==> config.mk <==
export PLATFORM = sky130hd
export DESIGN_NAME = alu_reg
export DESIGN_NICKNAME = d
export VERILOG_FILES = /design/src/rtl/alu_pkg.sv /design/src/rtl/alu_core.sv /design/src/rtl/alu_reg.sv
export SDC_FILE = /design/constraint.sdc
export NUM_CORES = 1
export LEC_CHECK = 0
export CORE_MARGIN = 1.5
export CORE_UTILIZATION = 35
export DETAILED_ROUTE_END_ITERATION = 10
export PLACE_DENSITY = 0.64
export SLEW_MARGIN = 20
export SYNTH_ARGS = -nofsm -noshare
export SYNTH_HDL_FRONTEND = slang
export SYNTH_SLANG_ARGS = --single-unit
==> constraint.sdc <==
create_clock -name CLK -period 7.1 [get_ports CLK]
set_input_delay 1.775 -clock CLK [delete_from_list [all_inputs] [get_ports CLK]]
set_output_delay 1.775 -clock CLK [all_outputs]
set_load 0.03 [all_outputs]
==> src/rtl/alu_pkg.sv <==
// Shared definitions for the execute-stage ALU: data width and ALUCtrl operation codes.
package alu_pkg;

    localparam int DATA_W = 32;

    // Codes 5 and 15 are deliberately unassigned; they decode to a zero result.
    typedef enum logic [3:0] {
        ALU_AND  = 4'd0,
        ALU_OR   = 4'd1,
        ALU_ADD  = 4'd2,
        ALU_SLL  = 4'd3,
        ALU_SRL  = 4'd4,
        ALU_SUB  = 4'd6,
        ALU_SLT  = 4'd7,
        ALU_ADDU = 4'd8,
        ALU_SUBU = 4'd9,
        ALU_XOR  = 4'd10,
        ALU_SLTU = 4'd11,
        ALU_NOR  = 4'd12,
        ALU_SRA  = 4'd13,
        ALU_LUI  = 4'd14
    } alu_op_e;

endpackage

==> src/rtl/alu_core.sv <==
// Purely combinational ALU datapath: selects one of 14 operations and flags a zero result.
module alu_core
    import alu_pkg::*;
(
    input  logic [DATA_W-1:0] a_i,
    input  logic [DATA_W-1:0] b_i,
    input  logic [3:0]        ctrl_i,
    output logic [DATA_W-1:0] result_o,
    output logic              zero_o
);

    logic [4:0] shamt;

    assign shamt = b_i[4:0];

    always_comb begin
        // NOTE: default assignment first so no path through the case leaves result_o unassigned (no latch).
        result_o = '0;
        case (alu_op_e'(ctrl_i))
            ALU_AND:            result_o = a_i & b_i;
            ALU_OR:             result_o = a_i | b_i;
            ALU_ADD, ALU_ADDU:  result_o = a_i + b_i;
            ALU_SUB, ALU_SUBU:  result_o = a_i - b_i;
            ALU_SLL:            result_o = a_i << shamt;
            ALU_SRL:            result_o = a_i >> shamt;
            ALU_SRA:            result_o = $signed(a_i) >>> shamt;
            ALU_SLT:            result_o = {{(DATA_W-1){1'b0}}, $signed(a_i) < $signed(b_i)};
            ALU_SLTU:           result_o = {{(DATA_W-1){1'b0}}, a_i < b_i};
            ALU_XOR:            result_o = a_i ^ b_i;
            ALU_NOR:            result_o = ~(a_i | b_i);
            ALU_LUI:            result_o = {b_i[15:0], 16'h0000};
            default:            result_o = '0;
        endcase
    end

    assign zero_o = (result_o == '0);

endmodule

==> src/rtl/alu_reg.sv <==
// Execute-stage ALU with registered result and zero flag (one cycle latency, sync active-low reset).
module alu_reg
    import alu_pkg::*;
(
    input  logic              CLK,
    input  logic              Reset_L,
    input  logic [DATA_W-1:0] BusA,
    input  logic [DATA_W-1:0] BusB,
    input  logic [3:0]        ALUCtrl,
    output logic [DATA_W-1:0] BusW,
    output logic              Zero
);

    logic [DATA_W-1:0] busw_d, busw_q;
    logic              zero_d, zero_q;

    alu_core u_core (
        .a_i      (BusA),
        .b_i      (BusB),
        .ctrl_i   (ALUCtrl),
        .result_o (busw_d),
        .zero_o   (zero_d)
    );

    // Reset lives inside the clocked block, so it only takes effect on a rising edge.
    always_ff @(posedge CLK) begin
        // NOTE: non-blocking assignments so every register samples pre-edge values.
        if (!Reset_L) begin
            busw_q <= '0;
            zero_q <= 1'b1;
        end else begin
            busw_q <= busw_d;
            zero_q <= zero_d;
        end
    end

    assign BusW = busw_q;
    assign Zero = zero_q;

endmodule

==> out/qor.yml <==
antenna_found_initial: 1
drtPass1Iterations: 6
cts_hold_buffers: 0
syn_area_um2: 10900
synth_flop_cell: "dfxtp_1"
cts.sink_count: 33
setup_viol: 0
status: "finished clean"
track_usage_pct: 33.5
cts_resized: 0
h-tree-depth: 2
finalMaxSlewViolations: 0
grt_use_met3_pct: 6.42
power.density_nw_per_um2: 117
portBuffers: 102
fin_area_um2: 12800
viasPerCell: 6.84
fin_nets: 1712
finalCritPeriodShare_pct: 94.4
fin_tns_setup_ns: 0
async_flop_share_pct: 0
cts_buffers: 5
synth-seq-area-share_pct: 6.09
gr-total-overflow: 0
synth_common_cells: "123 x nor2_1, 121 x nand2_1, 101 x a21oi_1"
cts.clk_slew.worst_paths_ns: 0.05
post-cts-setup-buffers: 0
worst_pin_slew_ns: 1.08
design.core.area_um2: 30600
synth.most_common_cell: "nor2_1"
start_util_pct: 35.5
crit_type: "input pin to flip-flop"
ant_nets: 0
rows: 64
crit_required_ns: 7.29
final-hold-violation-count: 0
grt_util_met2_pct: 50.3
ys.warnings.count: 0
fp.dieW_um: 179
syn_inst: 1467
pre_cts_slack_ns: 0.331
vias: 13300
drt-initial-drc-count: 1998
fmax_ghz: 0.149
rsz0062_at_grt: "false"
crit_arrival_ns: 6.89
avgRoutedWirePerCell_um: 28.0
hold_slack_ns: 2.38
synth_nets: 1636
hpwl_um: 43200
busiest_layer: "met2"
ys_types: 87
wirelength_um: 54400
crit_fanout: 10
io_pins: 103
irDropWorstVdd_uv: 90.3
synth_seq_cells: 33
grt_max_degree: 76
post-route-drc-count: 0
root_buffer: "clkbuf_16"
p_leak_nw: 5.16
syn_to_final_growth_pct: 17.5
die_area_um2: 32100
synth_top_area_share_pct: 11.6
dpl_cell_area_um2: 12600
min_path_type: "input pin to flip-flop"
worst_slack_ns: 0.399
grt_pass1_wl_um: 80200
min_period_ns: 6.70
cap_violations: 0
drive_gt1_share_pct: 13.1
grtUsageMet1_pct: 45.3
slew_headroom_pct: 25.9
ys_top_cells_by_area: "mux4_2 12%, ha_1 11%, dfxtp_1 6.1%"
synth_top_area_cell: "mux4_2"
avgSynthCellArea_um2: 7.40
utilization_pct: 41.7
cp-end-kind: "flip-flop"
place_congestion: 1.02
grt_pass1_vias: 12000
cp-start-kind: "input pin"
synth_edf_count: 0
cts_max_path_buffers: 2
cts_tree: "yes"
die_h_um: 179
-- path summary, 6_finish.rpt --
check     from         endpoint  cells past startpoint
max    BusA[1]  Zero$_SDFF_PN1_                     12
min    Reset_L  Zero$_SDFF_PN1_                      2
-- cell type report --
class	instances	area [um2]
repair buffers	185	1660
flip-flops and latches	33	661
clock buffers	6	139
well taps	396	495
diodes	1	2.50
inverters	105	408
clock inverters	2	37.5
multi-input cells	1213	9360
fillers	3185	17800
-- state kept, by name (all words and copies together), names as in the netlist --
signal / count
BusW: 32
Zero: 1
-- metrics by stage --
step	total power, W	cells
3_3_place_gp	0.00121	1932
6_report	0.00149	1941
2_1_floorplan	0.000829	1467
4_1_cts	0.00147	1940
3_5_place_dp	0.00121	1932
5_1_grt	0.00156	1940
-- metal layers --
layer	up-vias	routed length, um
met5	-	0
met4	0	3340
met3	142	5590
met2	903	23200
met1	6417	22300
li1	5814	-
-- critical path: stages --
cell and delay [ns]:
clkdlybuf4s50_1 0.75, fa_1 0.31, nor2b_1 0.25, o211ai_1 0.18, a2111oi_0 1.00, o31ai_1 0.30
a2111oi_0 0.69, o311ai_0 0.27, nor4_1 0.27, o221ai_1 0.24, or4_1 0.59, o41ai_2 0.27
-- power breakdown --
part,internal [W],leakage (nW),switching (W)
sequential,0.000206,0.274,0.00000515
combinational,0.000387,4.80,0.000640
clock,0.000175,0.0831,0.0000789
-- layout by cell type, fill, tap and decap left out, drive strengths merged, types with 15 or more instances in the layout --
cell type      instances
nor4                  15
a31oi                 19
and2                  26
a22oi                 26
o211ai                26
a211oi                17
buf                   86
nand4                 26
o221ai                20
inv                  101
ha                    97
nand3                 36
nor3                  34
clkdlybuf4s50         99
a21oi                101
dfxtp                 33
a221oi                17
o21a                  19
mux2i                 37
o21ai                 74
nand2                121
a21o                  25
mux2                  19
nor2                 123
o22ai                 16
nor2b                 25
mux4                  60
-- kinds of logic (layout without fill, tap and decap cells) --
kind of cell    count (synthesis)  count (layout)  synth area share (%)
compound gates                516             516                  33.8
mux                           116             116                  18.0
simple gates                  472             472                  21.6
other cells                     0               1                     0
fa+ha+maj                      99              99                  11.5
xor+xnor                       10              10                 0.807
flops                          33              33                  6.09
buf+inv                       221             298                  8.25
No activity file was read; power rests on OpenSTA's default activity.
